==> config.mk <==
export PLATFORM = sky130hd
export DESIGN_NAME = dtc_window_vote
export DESIGN_NICKNAME = d
export VERILOG_FILES = /design/src/rtl/dtc_vote_pkg.sv /design/src/rtl/dtc_bit_counter.sv /design/src/rtl/dtc_window_vote.sv
export SDC_FILE = /design/constraint.sdc
export NUM_CORES = 1
export LEC_CHECK = 0
export ABC_AREA = 1
export ABC_CLOCK_PERIOD_IN_PS = 2600
export CAP_MARGIN = 0
export CORE_UTILIZATION = 40
export DETAILED_ROUTE_END_ITERATION = 12
export PLACE_DENSITY_LB_ADDON = 0.25
export SYNTH_ARGS = -nofsm -noshare
export SYNTH_HDL_FRONTEND = slang
export SYNTH_HIERARCHICAL = 1
export SYNTH_SLANG_ARGS = --single-unit
==> constraint.sdc <==
create_clock -name clk -period 2.6 [get_ports clk]
set_input_delay 0.39 -clock clk [delete_from_list [all_inputs] [get_ports clk]]
set_output_delay 0.39 -clock clk [all_outputs]
set_load 0.05 [all_outputs]
==> src/rtl/dtc_vote_pkg.sv <==
// Shared types and defaults for the dtc window-vote stage and the classifier wrappers.
// The majority helper is what turns the per-bit ones counts into the voted code.
package dtc_vote_pkg;

    localparam int DTC_W   = 8;
    localparam int DTC_WIN = 8;

    typedef enum logic {
        ACCUM = 1'b0,
        HOLD  = 1'b1
    } vote_state_e;

    // Strict majority: a bit is set only when more than half the samples had it set.
    // Arguments are zero-extended counts; doubling happens in one extra bit, so ties give 0.
    function automatic logic majority(input logic [15:0] ones, input logic [15:0] n);
        return {ones, 1'b0} > {1'b0, n};
    endfunction

endpackage

==> src/rtl/dtc_bit_counter.sv <==
// One per-bit ones counter of the window vote.
// It exposes its next-state value so the vote can include the sample accepted in the closing cycle.
module dtc_bit_counter #(
    parameter int CNT_W = 4
) (
    input  logic             clk,
    input  logic             rst_n,
    input  logic             clr_i,
    input  logic             inc_i,
    output logic [CNT_W-1:0] cnt_next_o
);

    logic [CNT_W-1:0] cnt_q;
    logic [CNT_W-1:0] cnt_d;

    assign cnt_d      = cnt_q + CNT_W'(inc_i);
    assign cnt_next_o = cnt_d;

    always_ff @(posedge clk or negedge rst_n) begin
        if (!rst_n) begin
            cnt_q <= '0;
        end else if (clr_i) begin
            cnt_q <= '0;
        end else begin
            cnt_q <= cnt_d;
        end
    end

endmodule

==> src/rtl/dtc_window_vote.sv <==
// Windowed per-bit majority vote over classifier codes, with valid/ready on both sides.
// A window closes when it fills or on flush; the result is held until downstream takes it.
module dtc_window_vote
    import dtc_vote_pkg::*;
#(
    parameter  int W     = DTC_W,
    parameter  int WIN   = DTC_WIN,
    localparam int CNT_W = $clog2(WIN + 1)
) (
    input  logic             clk,
    input  logic             rst_n,
    input  logic             in_valid_i,
    output logic             in_ready_o,
    input  logic [W-1:0]     in_data_i,
    input  logic             flush_i,
    output logic             out_valid_o,
    input  logic             out_ready_i,
    output logic [W-1:0]     out_data_o,
    output logic [CNT_W-1:0] out_count_o
);

    vote_state_e      state_q;
    logic [CNT_W-1:0] n_q;
    logic [CNT_W-1:0] n_d;
    logic             out_valid_q;
    logic [W-1:0]     out_data_q;
    logic [CNT_W-1:0] out_count_q;

    logic             accept;
    logic             close_win;
    logic             release_out;
    logic [W-1:0]     inc;
    logic [W-1:0]     vote_d;
    logic [CNT_W-1:0] ones_d [W];

    assign in_ready_o  = (state_q == ACCUM);
    assign accept      = in_ready_o && in_valid_i;
    assign n_d         = n_q + CNT_W'(accept);
    // An empty-window flush is dropped: n_d counts the sample accepted this same cycle.
    assign close_win   = in_ready_o &&
                         ((accept && (n_d == CNT_W'(WIN))) || (flush_i && (n_d != '0)));
    assign release_out = (state_q == HOLD) && out_ready_i;
    assign inc         = in_data_i & {W{accept}};

    genvar gi;
    generate
        for (gi = 0; gi < W; gi++) begin : g_bit
            dtc_bit_counter #(
                .CNT_W(CNT_W)
            ) u_cnt (
                .clk       (clk),
                .rst_n     (rst_n),
                .clr_i     (release_out),
                .inc_i     (inc[gi]),
                .cnt_next_o(ones_d[gi])
            );

            assign vote_d[gi] = majority(16'(ones_d[gi]), 16'(n_d));
        end
    endgenerate

    always_ff @(posedge clk or negedge rst_n) begin
        if (!rst_n) begin
            state_q     <= ACCUM;
            n_q         <= '0;
            out_valid_q <= 1'b0;
            out_data_q  <= '0;
            out_count_q <= '0;
        end else begin
            case (state_q)
                ACCUM: begin
                    n_q <= n_d;
                    if (close_win) begin
                        state_q     <= HOLD;
                        out_valid_q <= 1'b1;
                        out_data_q  <= vote_d;
                        out_count_q <= n_d;
                    end
                end
                HOLD: begin
                    if (out_ready_i) begin
                        state_q     <= ACCUM;
                        out_valid_q <= 1'b0;
                        n_q         <= '0;
                    end
                end
                default: state_q <= ACCUM;
            endcase
        end
    end

    assign out_valid_o = out_valid_q;
    assign out_data_o  = out_data_q;
    assign out_count_o = out_count_q;

endmodule

# == After elaboration in Yosys (flattened, before gate mapping) ==
# Index checks and enable logic that the tools add are counted.
# op_classes
add_sub_neg,9
magnitude_cmp,8
eq_ne,3
muxes,16
n_bitwise,2
reduce_logical,9
# op_table
operator,n
$gt 5x4->1,8
$add 4x1->4,9
$mux 4,9
$and 8x8->8,1
$pmux 4 s2,1
$logic_and 1x1->1,5
$eq 4x4->1 const B,1
$mux 1,4
$pmux 1 s2,2
$reduce_and 2->1,2
$reduce_bool 4->1,1
$ne 2x1->1 const B,1
$ne 2x2->1 const B,1
$logic_or 1x1->1,1
$not 1->1,1
# word_totals
ff_bits,50
inputBits,13
output_inout_bits,14
elab_cells,60

# == Logic depth before layout (Yosys ltp) ==
# Gate-level depths: netlist of run 1.
# logic_depth
word_depth,9
depth_mapped,18
depth_no_buf,18

# == Modules after synthesis ==
# The synthesis of run 1 kept the hierarchy.
# modules_own_cells
mod,instances,cells_each,area_each_um2,seq_area_each_um2
dtc_window_vote,1,245,1597.8,450.4
dtc_bit_counter,8,22,196.4,100.1

# == Least setup slack after synthesis of run 1 ==
# Ideal clock, no wire load.
# synth_path
path_kind,register -> register
start,register state_q
end,"register out_data_q[0], in the netlist out_data_o[0]"
setup_ns,0.118
arrival_ns,2.023
required_ns,2.482
setup_slack_ns,0.459
path_stages_with_launch,18
path_buffers,0
synth_period_minus_slack_ns,2.141
path_cell_list,dfrtp_1 nor2_2 inv_1 nor2_1 ha_1 ha_1 inv_1 or2_1 nand2_1 ha_1 inv_1 nor2_1 nand2_1 inv_1 nand2_1 nand2_1 nand3_2 nand2_1
# synth_rtl
element,line_no,text
start: declaration,dtc_window_vote.sv:22,vote_state_e state_q;
start signal: assignment,dtc_window_vote.sv:64,state_q <= ACCUM;
start signal: assignment,dtc_window_vote.sv:74,state_q <= HOLD;
start signal: assignment,dtc_window_vote.sv:82,state_q <= ACCUM;
end signal: assignment,dtc_window_vote.sv:76,out_data_q <= vote_d;
end: declaration,dtc_window_vote.sv:26,logic [W-1:0] out_data_q;

==> results of run 1 <==
-- cell usage after synthesis --
| library cell | count |
|---|---|
| buf_6 | 2 |
| o21ai_1 | 1 |
| nand3_2 | 7 |
| inv_2 | 2 |
| inv_1 | 90 |
| nand2_1 | 121 |
| nor3_1 | 8 |
| dfrtp_1 | 50 |
| nand2_2 | 3 |
| nor2_2 | 1 |
| o22ai_1 | 3 |
| ha_1 | 34 |
| nor2_1 | 50 |
| buf_2 | 1 |
| nand4_1 | 17 |
| a21oi_2 | 8 |
| nand3_1 | 11 |
| or2_1 | 9 |
| buf_4 | 1 |
| nor2_4 | 1 |
| o211ai_2 | 1 |
-- flip-flops by register name, indices dropped and copies added, names as in the netlist --
name	flops
state_q	1
g_bit.u_cnt/cnt_q	32
out_valid_o	1
n_q	4
out_count_o	4
out_data_o	8
-- layer usage --
layer  vias up  GRT usage (%)
met2        43           31.3
met4         0           5.95
li1       1443              -
met3         8           3.18
met5         -              0
met1      1306           24.5
-- power groups by stage --
| stage | clock (mW) | sequential, mW | combinational, mW |
|---|---|---|---|
| floorplan | 0 | 1.38 | 1.53 |
| global placement | 0 | 1.16 | 2.43 |
| detailed placement | 0 | 1.16 | 2.50 |
| CTS | 0.560 | 1.15 | 2.51 |
| global route | 0.574 | 1.19 | 2.93 |
| finish | 0.529 | 1.16 | 2.58 |
-- logic make-up after synthesis --
logic type	share of synthesized area, %
AOI/OAI and AO/OA	3.36
adders and majority gates	13.4
buffers and inverters	12.0
DFF	39.5
and+or+nand+nor	31.7
-- worst max path at each step --
stage                                  from                   endpoint  slack (ns)
after floorplan           state_q$_DFF_PN0_  out_data_o[0]$_DFFE_PN0P_        0.46
after global placement           in_valid_i  out_data_o[6]$_DFFE_PN0P_       -0.19
after detailed placement         in_valid_i  out_data_o[6]$_DFFE_PN0P_       -0.19
after CTS                        in_valid_i  out_data_o[6]$_DFFE_PN0P_        0.13
after global routing      state_q$_DFF_PN0_  out_data_o[1]$_DFFE_PN0P_        0.06
final                     state_q$_DFF_PN0_  out_data_o[4]$_DFFE_PN0P_        0.21
-- layout make-up --
cell class | count | area (µm²)
Clock buffer | 8 | 110
Fill cell | 753 | 3620
Inverter | 92 | 349
Multi-Input combinational cell | 275 | 1600
Sequential cell | 50 | 1250
Tap cell | 102 | 128
Timing Repair Buffer | 72 | 627
-- timing repair --
action,CTS,global route
setup endpoints to repair,0,7
buffers inserted,0,9
resized for setup,0,28
==> flow_summary.toml, run 1 <==
[routing]
drt_iter0_drc = 134
vias = 2800
wl_met3_um = 203
routed_wirelength_um = 7070
detail-route-antenna-nets = 0
dr.pass1.iters = 4
wl_met2_um = 3370
routedWlPerCell_um = 11.8
met1Wirelength_um = 3430
drc = 0
routed.top_layer = "met4"
vias_per_cell = 4.67

[global_routing]
grt_overflow_total = 0
grt_pass1_vias = 2768
grt_max_degree = 51
antenna_found_initial = 0
track_usage_pct = 18.7
grt_pass1_wl_um = 12200

[setup_path]
cp_slowest_stage_delay_ns = 0.42
critPathKind = "reg2reg"
rr_startpoint = "state_q$_DFF_PN0_"
path_depth = 19
crit_path_frequent_cell = "nand2_1"
cp_max_fo = 4
critical_path_buf_inv_count = 6
endpoint_kind = "register"
start_kind = "register"
crit_slowest_cell = "dfrtp_1"
path_cells = "nor2_4 -> clkinvlp_4 -> buf_6 -> buf_6 -> nor2_2 -> ha_2 -> ha_1 -> inv_1 -> or2_1 -> nand2_1 -> ha_1 -> inv_2 -> nor2_1 -> nand2_1 -> inv_1 -> nand2_1 -> nand2_1 -> nand3_1 -> nand2_1"
r2r_setup_slack_ns = 0.21
required_ns = 2.81
cp.arrival_ns = 2.60
r2r-end = "out_data_o[4]$_DFFE_PN0P_"
ff2ff_path_depth = 19
crit_family = "simple AND/OR/NAND/NOR gates"

[synthesis]
synth_area_leaders = "dfrtp_1 (39%), nand2_1 (14%), ha_1 (13%), inv_1 (11%), nor2_1 (5.9%)"
synth_nets = 468
avgSynthCellArea_um2 = 7.53
yosys.area.top_type_share_pct = 39.5
ys_warn_count = 6
synth_cells = 421
ys_ff_latch = 50
yosysSeqAreaShare_pct = 39.5
synthesis.area_um2 = 3170
synth_cell_types = 21
yosys.area.top_type = "dfrtp_1"

[timing]
hold_slack_ns = 0.196
worstMarginPinSlew_ns = 0.648
tns_ns = 0
setup_violations = 0
timing.final.hold_violations = 0
slew_violations = 0
fin_skew_ns = 0.00222
rsz0062_at_grt = "no"
worst_slack_ns = 0.210
clock.fmax_mhz = 418
fin_crit_sh_pct = 91.9
slew_headroom_pct = 56.8
fin_crit_ns = 2.39

[clock_tree]
clockRootBuffer = "clkbuf_8"
cts_buffers = 5
clk_latency_ns = 0.30
clk_path_buf_depth = 2
clk_pin_slew_ns = 0.09
cts.sinks = 50
hold_buffers = 0
tritoncts = "yes"
cts_max_level = 2

[placement]
dpl.hpwl_um = 5070
place_congestion = 0.827
dpl-instance-area_um2 = 3810
place_inst = 582
io_buffer_count = 26
place_ws_ns = -0.191

[power_and_ir_drop]
p_leak_nw = 2.29
seq_power_share_pct = 27.2
p_total_mw = 4.27
p_per_area_nw_per_um2 = 1050
pwr-share-comb_pct = 60.4
switching_power_mw = 1.99
p_int_mw = 2.28
power_frac_clock_pct = 12.4
peakVddDrop_uv = 699
swShare_pct = 46.5

[die]
io_pins = 27
die_w_um = 91.0
die_h_um = 91.0
core_um2 = 7690
die-area_um2 = 8280
initial_core_util_pct = 41.2
fp-row-count = 32

[job]
max_cap_viol_count = 0

[min_path]
worstHoldPathType = "in2async"

[final_layout]
stdcell_count = 599
mostFrequentLayoutCell = "nand2_1"
final_area_um2 = 4070
areaGrowthSynthToFinish_pct = 28.3
drive_above_1_share_pct = 19.9
final_cell_mix = "nand2_1 (121), inv_1 (86), dfrtp_1 (50)"
layout.nets = 543
antennaDiodeCount = 0
finish.utilization_pct = 52.9

[outcome]
status = "finished, final reports clean"
Note: power is estimated with default switching activity, not from simulation.
==> run 2: changes to the inputs <==
--- a/config.mk
+++ b/config.mk
@@ -10,7 +10,7 @@
 export CAP_MARGIN = 0
 export CORE_UTILIZATION = 40
 export DETAILED_ROUTE_END_ITERATION = 12
-export PLACE_DENSITY_LB_ADDON = 0.25
+export PLACE_DENSITY_LB_ADDON = 0.3
 export SYNTH_ARGS = -nofsm -noshare
 export SYNTH_HDL_FRONTEND = slang
 export SYNTH_HIERARCHICAL = 1
==> run 2 against run 1 <==
Net effect:
- maximum frequency rose by 0.52%
- setup slack better by 0.012 ns
- clock skew up 0.0021 ns
- combinational power is essentially flat
- utilization fell by 1.6 points
- count of clock-buffer cells in the layout decreased by 1
- first-iteration DRC count is 17% lower
- critical path depth is the same
- sequential share of layout area increased by 0.95 points
==> flow_summary.toml, run 2 (synthesis gave the netlist of run 1 again) <==
[outcome]
status = "finished, final reports clean"

[timing]
rsz0062_at_grt = "no"
fin_crit_ns = 2.38
fin_crit_sh_pct = 91.4
slew_violations = 0
timing.final.hold_violations = 0
slew_headroom_pct = 66.1
clock.fmax_mhz = 421
setup_violations = 0
fin_skew_ns = 0.00430
worstMarginPinSlew_ns = 0.507

[setup_path]
start_kind = "input port"
rr_startpoint = "state_q$_DFF_PN0_"
ff2ff_path_depth = 17
crit_end = "out_data_o[3]$_DFFE_PN0P_"
crit_slowest_cell = "clkdlybuf4s50_1"
cp_slowest_stage_delay_ns = 0.46
crit_path_frequent_cell = "nand2_1"
endpoint_kind = "register"
r2r_setup_slack_ns = 0.36
required_ns = 2.80
path_cells = "clkdlybuf4s50_1 -> inv_1 -> nor2_2 -> inv_2 -> nor2_1 -> ha_1 -> ha_1 -> inv_1 -> or2_1 -> nand2_1 -> ha_1 -> inv_1 -> nor2_1 -> nand2_1 -> inv_1 -> nand2_1 -> nand2_1 -> nand3_2 -> nand2_1"
setup.worst_path.start = "in_valid_i"
critPathKind = "in2reg"
cp_max_fo = 8
r2r-end = "out_data_o[3]$_DFFE_PN0P_"
cp.arrival_ns = 2.58

[final_layout]
antennaDiodeCount = 0
layout.nets = 540
finish.utilization_pct = 51.3
areaGrowthSynthToFinish_pct = 24.4
final_cell_mix = "nand2_1 (121), inv_1 (89), nor2_1 (50), dfrtp_1 (50), buf_4 (42)"
mostFrequentLayoutCell = "nand2_1"
largest_register_ffs = 32
top_register = "g_bit.u_cnt/cnt_q"
drive_above_1_share_pct = 15.2
stdcell_count = 596

[clock_tree]
tritoncts = "yes"
cts.sinks = 50
cts_resized = 0
clk_path_buf_depth = 2
clk_latency_ns = 0.30
post_cts_buffers = 0
cts_max_level = 2
hold_buffers = 0
clk_pin_slew_ns = 0.09
cts_buffers = 5
clockRootBuffer = "clkbuf_8"

[die]
core_um2 = 7690
io_pins = 27
fp-row-count = 32
die_h_um = 91.0
die_w_um = 91.0
die-area_um2 = 8280
initial_core_util_pct = 41.2

[placement]
place_inst = 588
place_congestion = 0.839
io_buffer_count = 26
dpl.hpwl_um = 5230

[job]
max_cap_viol_count = 0

[global_routing]
grt_pass1_wl_um = 11800
grtUsageMet3_pct = 3.35
use_met1_pct = 24.2
antenna_found_initial = 0
grt_pass1_vias = 2638
globalRouteMet2Util_pct = 29.5
track_usage_pct = 17.9
grt_overflow_total = 0
grt_max_degree = 24
grt.busiest_layer = "met2"

[routing]
drt_iter0_drc = 111
vias = 2754
detail-route-antenna-nets = 0
routedWlPerCell_um = 11.6
vias_per_cell = 4.62
dr.pass1.iters = 5
routed_wirelength_um = 6920
drc = 0

[power_and_ir_drop]
peakVddDrop_uv = 613
p_per_area_nw_per_um2 = 1060
p_leak_nw = 2.29

[min_path]
worstHoldPathType = "in2async"
[run 2: changes by cell type in the layout (fill, tap and decap cells not counted), moves of 2 or more]
| cell | before | now |
|---|---|---|
| ha_1 | 24 | 34 |
| ha_2 | 9 | 0 |
| nor2_1 | 43 | 50 |
| nor2_2 | 6 | 1 |
| buf_6 | 3 | 0 |
| inv_1 | 86 | 89 |
| clkbuf_8 | 8 | 6 |
| inv_2 | 5 | 3 |
| nor2_4 | 3 | 1 |
[run 2: worst min-delay path by stage]
stage | start | endpoint | slack, ns | depth (start not counted)
2_1_floorplan | rst_n | g_bit[0].u_cnt/cnt_q[0]$_DFF_PN0_ | 0.09 | 0
3_3_place_gp | rst_n | out_data_o[2]$_DFFE_PN0P_ | 0.34 | 1
3_5_place_dp | rst_n | g_bit[2].u_cnt/cnt_q[0]$_DFF_PN0_ | 0.34 | 1
4_1_cts | rst_n | out_data_o[2]$_DFFE_PN0P_ | 0.008 | 1
5_1_grt | rst_n | out_data_o[2]$_DFFE_PN0P_ | 0.01 | 1
6_report | rst_n | out_data_o[7]$_DFFE_PN0P_ | 0.001 | 1
[run 2: power breakdown]
group / switching [mW] / internal, mW / total (mW)
Sequential: 0.146 / 1.01 / 1.15
Clock: 0.256 / 0.215 / 0.471
Combinational: 1.56 / 1.00 / 2.56
[run 2: worst max-delay path: cells and delay by family]
kind | cells | cell delay, ns
AND/OR/NAND/NOR | 10 | 0.83
adder cells (fa/ha/maj) | 3 | 0.57
buffers and inverters | 6 | 0.78
[run 2: cell type report]
class / instances / area, µm²
multi-input combinational: 275 / 1540
inverter: 92 / 345
fill: 740 / 3740
tap: 102 / 128
timing repair buffer: 69 / 591
sequential: 50 / 1250
clock buffer: 7 / 86.3
clock inverter: 1 / 5.00
[run 2: metrics by stage]
| step | area [µm²] | hold slack, ns | setup WS [ns] | setup TNS, ns | total power [mW] |
|---|---|---|---|---|---|
| after floorplan | 3170 | 0.0944 | 0.459 | 0 | 2.91 |
| final | 3940 | 0.00109 | 0.223 | 0 | 4.18 |
| after global placement | 3850 | 0.344 | -0.138 | -0.717 | 3.66 |
| after CTS | 3940 | 0.00805 | 0.138 | 0 | 4.22 |
| after global routing | 3940 | 0.0119 | 0.0190 | 0 | 4.57 |
| after detailed placement | 3850 | 0.343 | -0.173 | -1.12 | 3.72 |
[run 2: layer usage]
| layer | part of all wire (%) | routed length (µm) | vias to the layer above |
|---|---|---|---|
| li1 | - | - | 1444 |
| met1 | 48 | 3330 | 1250 |
| met2 | 46 | 3160 | 50 |
| met3 | 4.9 | 337 | 10 |
| met4 | 1.3 | 91 | 0 |
| met5 | 0 | 0 | - |
